<file path="config.mk">
export PLATFORM = sky130hd
export DESIGN_NAME = uart_rx_core
export DESIGN_NICKNAME = d
export VERILOG_FILES = /design/src/rtl/uart_rx_core.sv
export SDC_FILE = /design/constraint.sdc
export NUM_CORES = 1
export LEC_CHECK = 0
export CAP_MARGIN = 20
export CORE_UTILIZATION = 25
export DETAILED_ROUTE_END_ITERATION = 6
export HOLD_SLACK_MARGIN = 0.02
export SLEW_MARGIN = 20
export SYNTH_ARGS = -nofsm -noshare
export SYNTH_HDL_FRONTEND = slang
export SYNTH_SLANG_ARGS = --single-unit
export TNS_END_PERCENT = 100
</file>
<file path="constraint.sdc">
create_clock -name clk -period 1.57 [get_ports clk]
set_input_delay 0.314 -clock clk [delete_from_list [all_inputs] [get_ports clk]]
set_output_delay 0.314 -clock clk [all_outputs]
set_load 0.1 [all_outputs]
</file>
<file path="src/rtl/uart_rx_core.sv">
`timescale 1ns/1ps
// UART receiver with a one-frame output register. A frame appears 1 cycle after its last stop sample; the serial line is never stalled.
// A frame that completes while the register is still full is dropped and o_overrun pulses. Optional parity bit: UART_RX_PARITY_EN.
module uart_rx_core #(
  parameter int CLKS_PER_BIT = 22274,
  parameter int DATA_BITS    = 8,
  parameter int STOP_BITS    = 1,
  parameter int PARITY_ODD   = 0
) (
  input  logic                 clk,
  input  logic                 i_reset,
  input  logic                 i_rx,
  output logic [DATA_BITS-1:0] o_data,
  output logic                 o_valid,
  input  logic                 i_ready,
  output logic                 o_framing_err,
  output logic                 o_parity_err,
  output logic                 o_overrun,
  output logic                 o_busy
);

  localparam int CNT_W = $clog2(CLKS_PER_BIT);
  localparam int IDX_W = $clog2(DATA_BITS + 1);
  localparam logic [CNT_W-1:0] HALF      = CNT_W'(CLKS_PER_BIT / 2);
  localparam logic [CNT_W-1:0] LAST      = CNT_W'(CLKS_PER_BIT - 1);
  localparam logic [IDX_W-1:0] LAST_DATA = IDX_W'(DATA_BITS - 1);
  localparam logic [IDX_W-1:0] LAST_STOP = IDX_W'(STOP_BITS - 1);

  typedef enum logic [2:0] {
    IDLE,
    START,
    DATA,
`ifdef UART_RX_PARITY_EN
    PARITY,
`endif
    STOP
  } state_t;

  typedef struct packed {
    logic [DATA_BITS-1:0] data;
    logic                 ferr;
    logic                 perr;
  } frame_t;

  logic                 rx_meta, rx_sync;
  state_t               state, state_n;
  logic [CNT_W-1:0]     cnt, cnt_n;
  logic [IDX_W-1:0]     idx, idx_n;
  logic [DATA_BITS-1:0] shift, shift_n;
  logic                 ferr, ferr_n, perr, perr_n;
  logic                 done;
  frame_t               hold;

  always_ff @(posedge clk) begin
    if (i_reset) begin
      rx_meta <= 1'b1;
      rx_sync <= 1'b1;
      state   <= IDLE;
      cnt     <= '0;
      idx     <= '0;
      shift   <= '0;
      ferr    <= 1'b0;
      perr    <= 1'b0;
    end else begin
      rx_meta <= i_rx;
      rx_sync <= rx_meta;
      state   <= state_n;
      cnt     <= cnt_n;
      idx     <= idx_n;
      shift   <= shift_n;
      ferr    <= ferr_n;
      perr    <= perr_n;
    end
  end

  always_comb begin
    state_n = state;
    cnt_n   = cnt;
    idx_n   = idx;
    shift_n = shift;
    ferr_n  = ferr;
    perr_n  = perr;
    done    = 1'b0;
    case (state)
      IDLE: begin
        cnt_n = '0;
        if (!rx_sync) state_n = START;
      end
      START: begin
        if (rx_sync) begin
          state_n = IDLE;
          cnt_n   = '0;
        end else if (cnt == HALF) begin
          state_n = DATA;
          cnt_n   = '0;
          idx_n   = '0;
          ferr_n  = 1'b0;
          perr_n  = 1'b0;
        end else begin
          cnt_n = cnt + 1'b1;
        end
      end
      DATA: begin
        if (cnt == LAST) begin
          // LSB arrives first, so shifting right leaves it in bit 0.
          shift_n = {rx_sync, shift[DATA_BITS-1:1]};
          cnt_n   = '0;
          idx_n   = idx + 1'b1;
          if (idx == LAST_DATA) begin
            idx_n = '0;
`ifdef UART_RX_PARITY_EN
            state_n = PARITY;
`else
            state_n = STOP;
`endif
          end
        end else begin
          cnt_n = cnt + 1'b1;
        end
      end
`ifdef UART_RX_PARITY_EN
      PARITY: begin
        if (cnt == LAST) begin
          perr_n  = (^shift) ^ rx_sync ^ (PARITY_ODD != 0);
          cnt_n   = '0;
          state_n = STOP;
        end else begin
          cnt_n = cnt + 1'b1;
        end
      end
`endif
      STOP: begin
        if (cnt == LAST) begin
          ferr_n = ferr | ~rx_sync;
          cnt_n  = '0;
          if (idx == LAST_STOP) begin
            // Leave mid-stop-bit so the next start edge is never missed.
            state_n = IDLE;
            idx_n   = '0;
            done    = 1'b1;
          end else begin
            idx_n = idx + 1'b1;
          end
        end else begin
          cnt_n = cnt + 1'b1;
        end
      end
      default: state_n = IDLE;
    endcase
  end

  always_ff @(posedge clk) begin
    if (i_reset) begin
      hold      <= '0;
      o_valid   <= 1'b0;
      o_overrun <= 1'b0;
    end else begin
      o_overrun <= 1'b0;
      if (done) begin
        if (!o_valid || i_ready) begin
          hold    <= '{data: shift, ferr: ferr_n, perr: perr};
          o_valid <= 1'b1;
        end else begin
          o_overrun <= 1'b1;
        end
      end else if (o_valid && i_ready) begin
        o_valid <= 1'b0;
      end
    end
  end

  assign o_data        = hold.data;
  assign o_framing_err = hold.ferr;
  assign o_parity_err  = hold.perr;
  assign o_busy        = (state != IDLE);

endmodule

</file>
==> summary.txt <==
Pwr
  • Peak supply drop: 0.319 mV
  • Tot Pwr: 1.88 mW
  • Pwr Density: 620 nW/um^2
  • Leakage: 1.18 nW

Detailed routing
  • Wirelength per Cell: 11.6 um
  • Vias per cell: 4.36
  • DRC Markers: 0
  • Via count: 1,587
  • Routed WL: 4220 um
  • Pre-antenna DRT Iters: 4
  • Post-DRT Antenna Nets: 0
  • First DRT Iteration DRCs: 35

STA
  • Fin crit period: 1.79 ns
  • Fmax: 0.558 GHz
  • Final Hold Fails: 0
  • Sum of negative setup slack: -4.59 ns
  • # setup viols final: 39
  • Clock Skew: 0.00977 ns
  • Fin crit share: 114%
  • RSZ-0062 raised after global routing: yes
  • Worst setup margin: -0.221 ns
  • Slew Limit Fails: 0

Worst setup path
  • Worst setup path start: idx[1]
  • Crit path kind: flip-flop to flip-flop
  • Crit path max fanout: 4
  • Crit path arrival time: 1.98 ns
  • CP endpoint kind: flip-flop
  • Crit start category: flip-flop
  • Reg-to-Reg Start: idx[1]
  • CP required: 1.76 ns
  • Reg-to-reg critical path endpoint: o_data[7]
  • R2R Setup Slk: -0.22 ns
  • R2R depth: 8

Global routing
  • Met3 Use GR: 3.05%
  • Grt total ovfl: 0
  • Met2 usage: 18.5%
  • Vias in the first global route: 1,473
  • GRT Util Overall: 10.7%
  • Met1 usage: 12.8%
  • Initial antenna violation count: 0
  • First-pass GRT wire length: 6560 um
  • Pin count of the biggest net entering global routing: 20
  • Gr busiest metal: met2

Logic synthesis
  • Compound-Gate Fraction of Synth Area: 6.07%
  • Syn Inst Count: 203
  • Largest family of logic cells by synthesized area: simple AND/OR/NAND/NOR gates
  • Synthesized area: 1900 sq um
  • Area contributors post-synth: dfxtp_1 (45%), mux2i_1 (8.4%), nor2_1 (7.5%)
  • Post-synth ARST share: 0%
  • Multiplexer area fraction after synthesis: 8.45%
  • Synth area leader: dfxtp_1
  • Yosys cell types: 45
  • Mapped Nets: 211
  • Post-synth EDFFs: 0
  • Synth Flop Type: dfxtp_1
  • Post-Synth XOR/XNOR Area: 6.01%
  • Yosys top cell area share: 45.4%
  • Synth Area in Simple Gates: 27.3%
  • Post-synthesis sequential area ratio: 45.4%
  • Synthesis Warnings: 0
  • Syn Area/Cell: 9.34 sq um
  • Adder-Cell Fraction of Synth Area: 2.64%
  • FF+latch count, synth: 43

Floorplanning
  • Core Area: 7290 sq um
  • # IOs: 17
  • Row count: 31
  • Effective utilization at floorplan: 26.0%
  • Die Footprint: 7930 sq um
  • Die W: 89.1 um
  • DIE HEIGHT: 89.1 um

Finish
  • Final instance area: 3030 sq um
  • Share of cells above drive strength 1: 47.2%
  • Nets@finish: 272
  • Area delta synth->final: 59.9%
  • Inserted Diodes: 0

Min path
  • Worst hold stages: 1
  • WHS Endpoint: rx_sync
  • Worst hold path class: flip-flop to flip-flop
  • Hold Startpoint: rx_meta

Clocking
  • CTS root buf: clkbuf_8
  • Cts bufs inserted: 5
  • Clock Latency Late Sink: 0.30 ns
  • Hold buffers post-CTS: 0
  • TritonCTS sink count: 43
  • CTS tree: built
  • Htree depth: 2
  • CTS clk-pin slew, worst paths: 0.09 ns
  • Clk buf depth: 2

Run status
  • Failing checks: negative setup slack
  • Status: finished, violations left

Placement
  • Gpl congestion: 0.754
  • PortBufs: 15
  • Hpwl dp: 2770 um
  • Placement Cell Area: 2560 sq um

Job
  • # Max-Cap Violations: 0
through the flow:
step | instances | hold slack, ns | utilization [%] | setup WS, ns
2_1_floorplan | 203 | 0.389 | - | -0.117
4_1_cts | 357 | 0.446 | 37.7 | -0.198
3_5_place_dp | 346 | 0.418 | 35.1 | -0.308
3_3_place_gp | 346 | 0.400 | 35.1 | -0.296
6_report | 364 | 0.434 | 41.6 | -0.221
5_1_grt | 364 | 0.456 | 41.6 | -0.293
cell families (layout without fill, tap and decap cells):
group / Yosys count / count (layout)
other: 1 / 1
AOI/OAI and AO/OA: 18 / 18
adders and majority gates: 4 / 4
xor gates and xnor gates: 13 / 13
buffers and inverters: 14 / 76
DFF: 43 / 43
and+or+nand+nor: 94 / 94
muxes: 16 / 16
synthesized netlist by cell type (2+ instances only):
| library cell | number |
|---|---|
| buf_2 | 2 |
| dfxtp_1 | 43 |
| a21o_1 | 2 |
| o21ai_0 | 2 |
| nand4_1 | 6 |
| nor2_1 | 38 |
| nand3_1 | 5 |
| buf_6 | 2 |
| mux2i_1 | 16 |
| clkbuf_1 | 3 |
| nor2b_1 | 3 |
| and2_1 | 3 |
| nor3_1 | 5 |
| or3_1 | 2 |
| and4bb_1 | 2 |
| ha_1 | 4 |
| or2_2 | 3 |
| xnor2_1 | 4 |
| xor2_1 | 9 |
| nand2b_1 | 2 |
| nand2_1 | 10 |
| inv_1 | 6 |
| nor3b_1 | 2 |
| a21oi_1 | 7 |
| nand3b_1 | 2 |
repair_timing:
action | CTS | global route
gates cloned | 1 | 2
setup endpoints to repair | 42 | 41
setup buffers | 2 | 5
pin swaps | 9 | 31
gates resized for setup | 17 | 55
worst max-delay path by stage:
stage / endpoint / slack, ns / depth (start not counted)
finish: o_data[7] / -0.22 / 8
detailed placement: o_data[1] / -0.31 / 7
CTS: o_data[1] / -0.20 / 8
global route: o_data[3] / -0.29 / 8
floorplan: o_data[0] / -0.12 / 7
global placement: o_data[6] / -0.30 / 7
metal layers:
layer / routed length, um / vias up
li1: - / 822
met1: 1920 / 738
met2: 2120 / 21
met3: 108 / 6
met4: 64 / 0
met5: 0 / -
report_power, final:
| part | internal, mW | switching [mW] |
|---|---|---|
| Clock | 0.318 | 0.399 |
| Combinational | 0.0289 | 0.0400 |
| Sequential | 1.09 | 0.00168 |
final cells by class:
cell class              count  area, sq um
clock buffers               5         68.8
clock inverters             3         25.0
fillers                   732         4260
inverters                   6         22.5
multi-input cells         146         1190
flip-flops and latches     43          873
well taps                  99          124
repair buffers             62          727
cell usage in the layout (no fill, tap or decap), types with 4 or more instances in the layout:
cell type / count
clkbuf_8: 5
mux2i_1: 15
dfxtp_2: 10
nor3_1: 5
buf_4: 34
nor2_1: 24
buf_6: 7
nand2_1: 10
xnor2_1: 4
nand3_1: 5
nand4_1: 6
nor2_4: 12
a21oi_1: 5
buf_12: 15
xor2_1: 9
dfxtp_1: 33
registers in the layout (all words and copies together) (netlist names), 2 cells and up:
| name | count |
|---|---|
| o_data | 8 |
| state | 2 |
| cnt | 15 |
| shift | 8 |
| idx | 4 |
worst max-delay path, stage by stage (launching register included):
cell	delay, ns
dfxtp_2	0.33
inv_2	0.06
ha_4	0.12
and4bb_2	0.27
and2_4	0.15
or3b_4	0.38
buf_2	0.17
mux2i_1	0.15
nor2_1	0.05
Power figures use the tool's default switching activity.
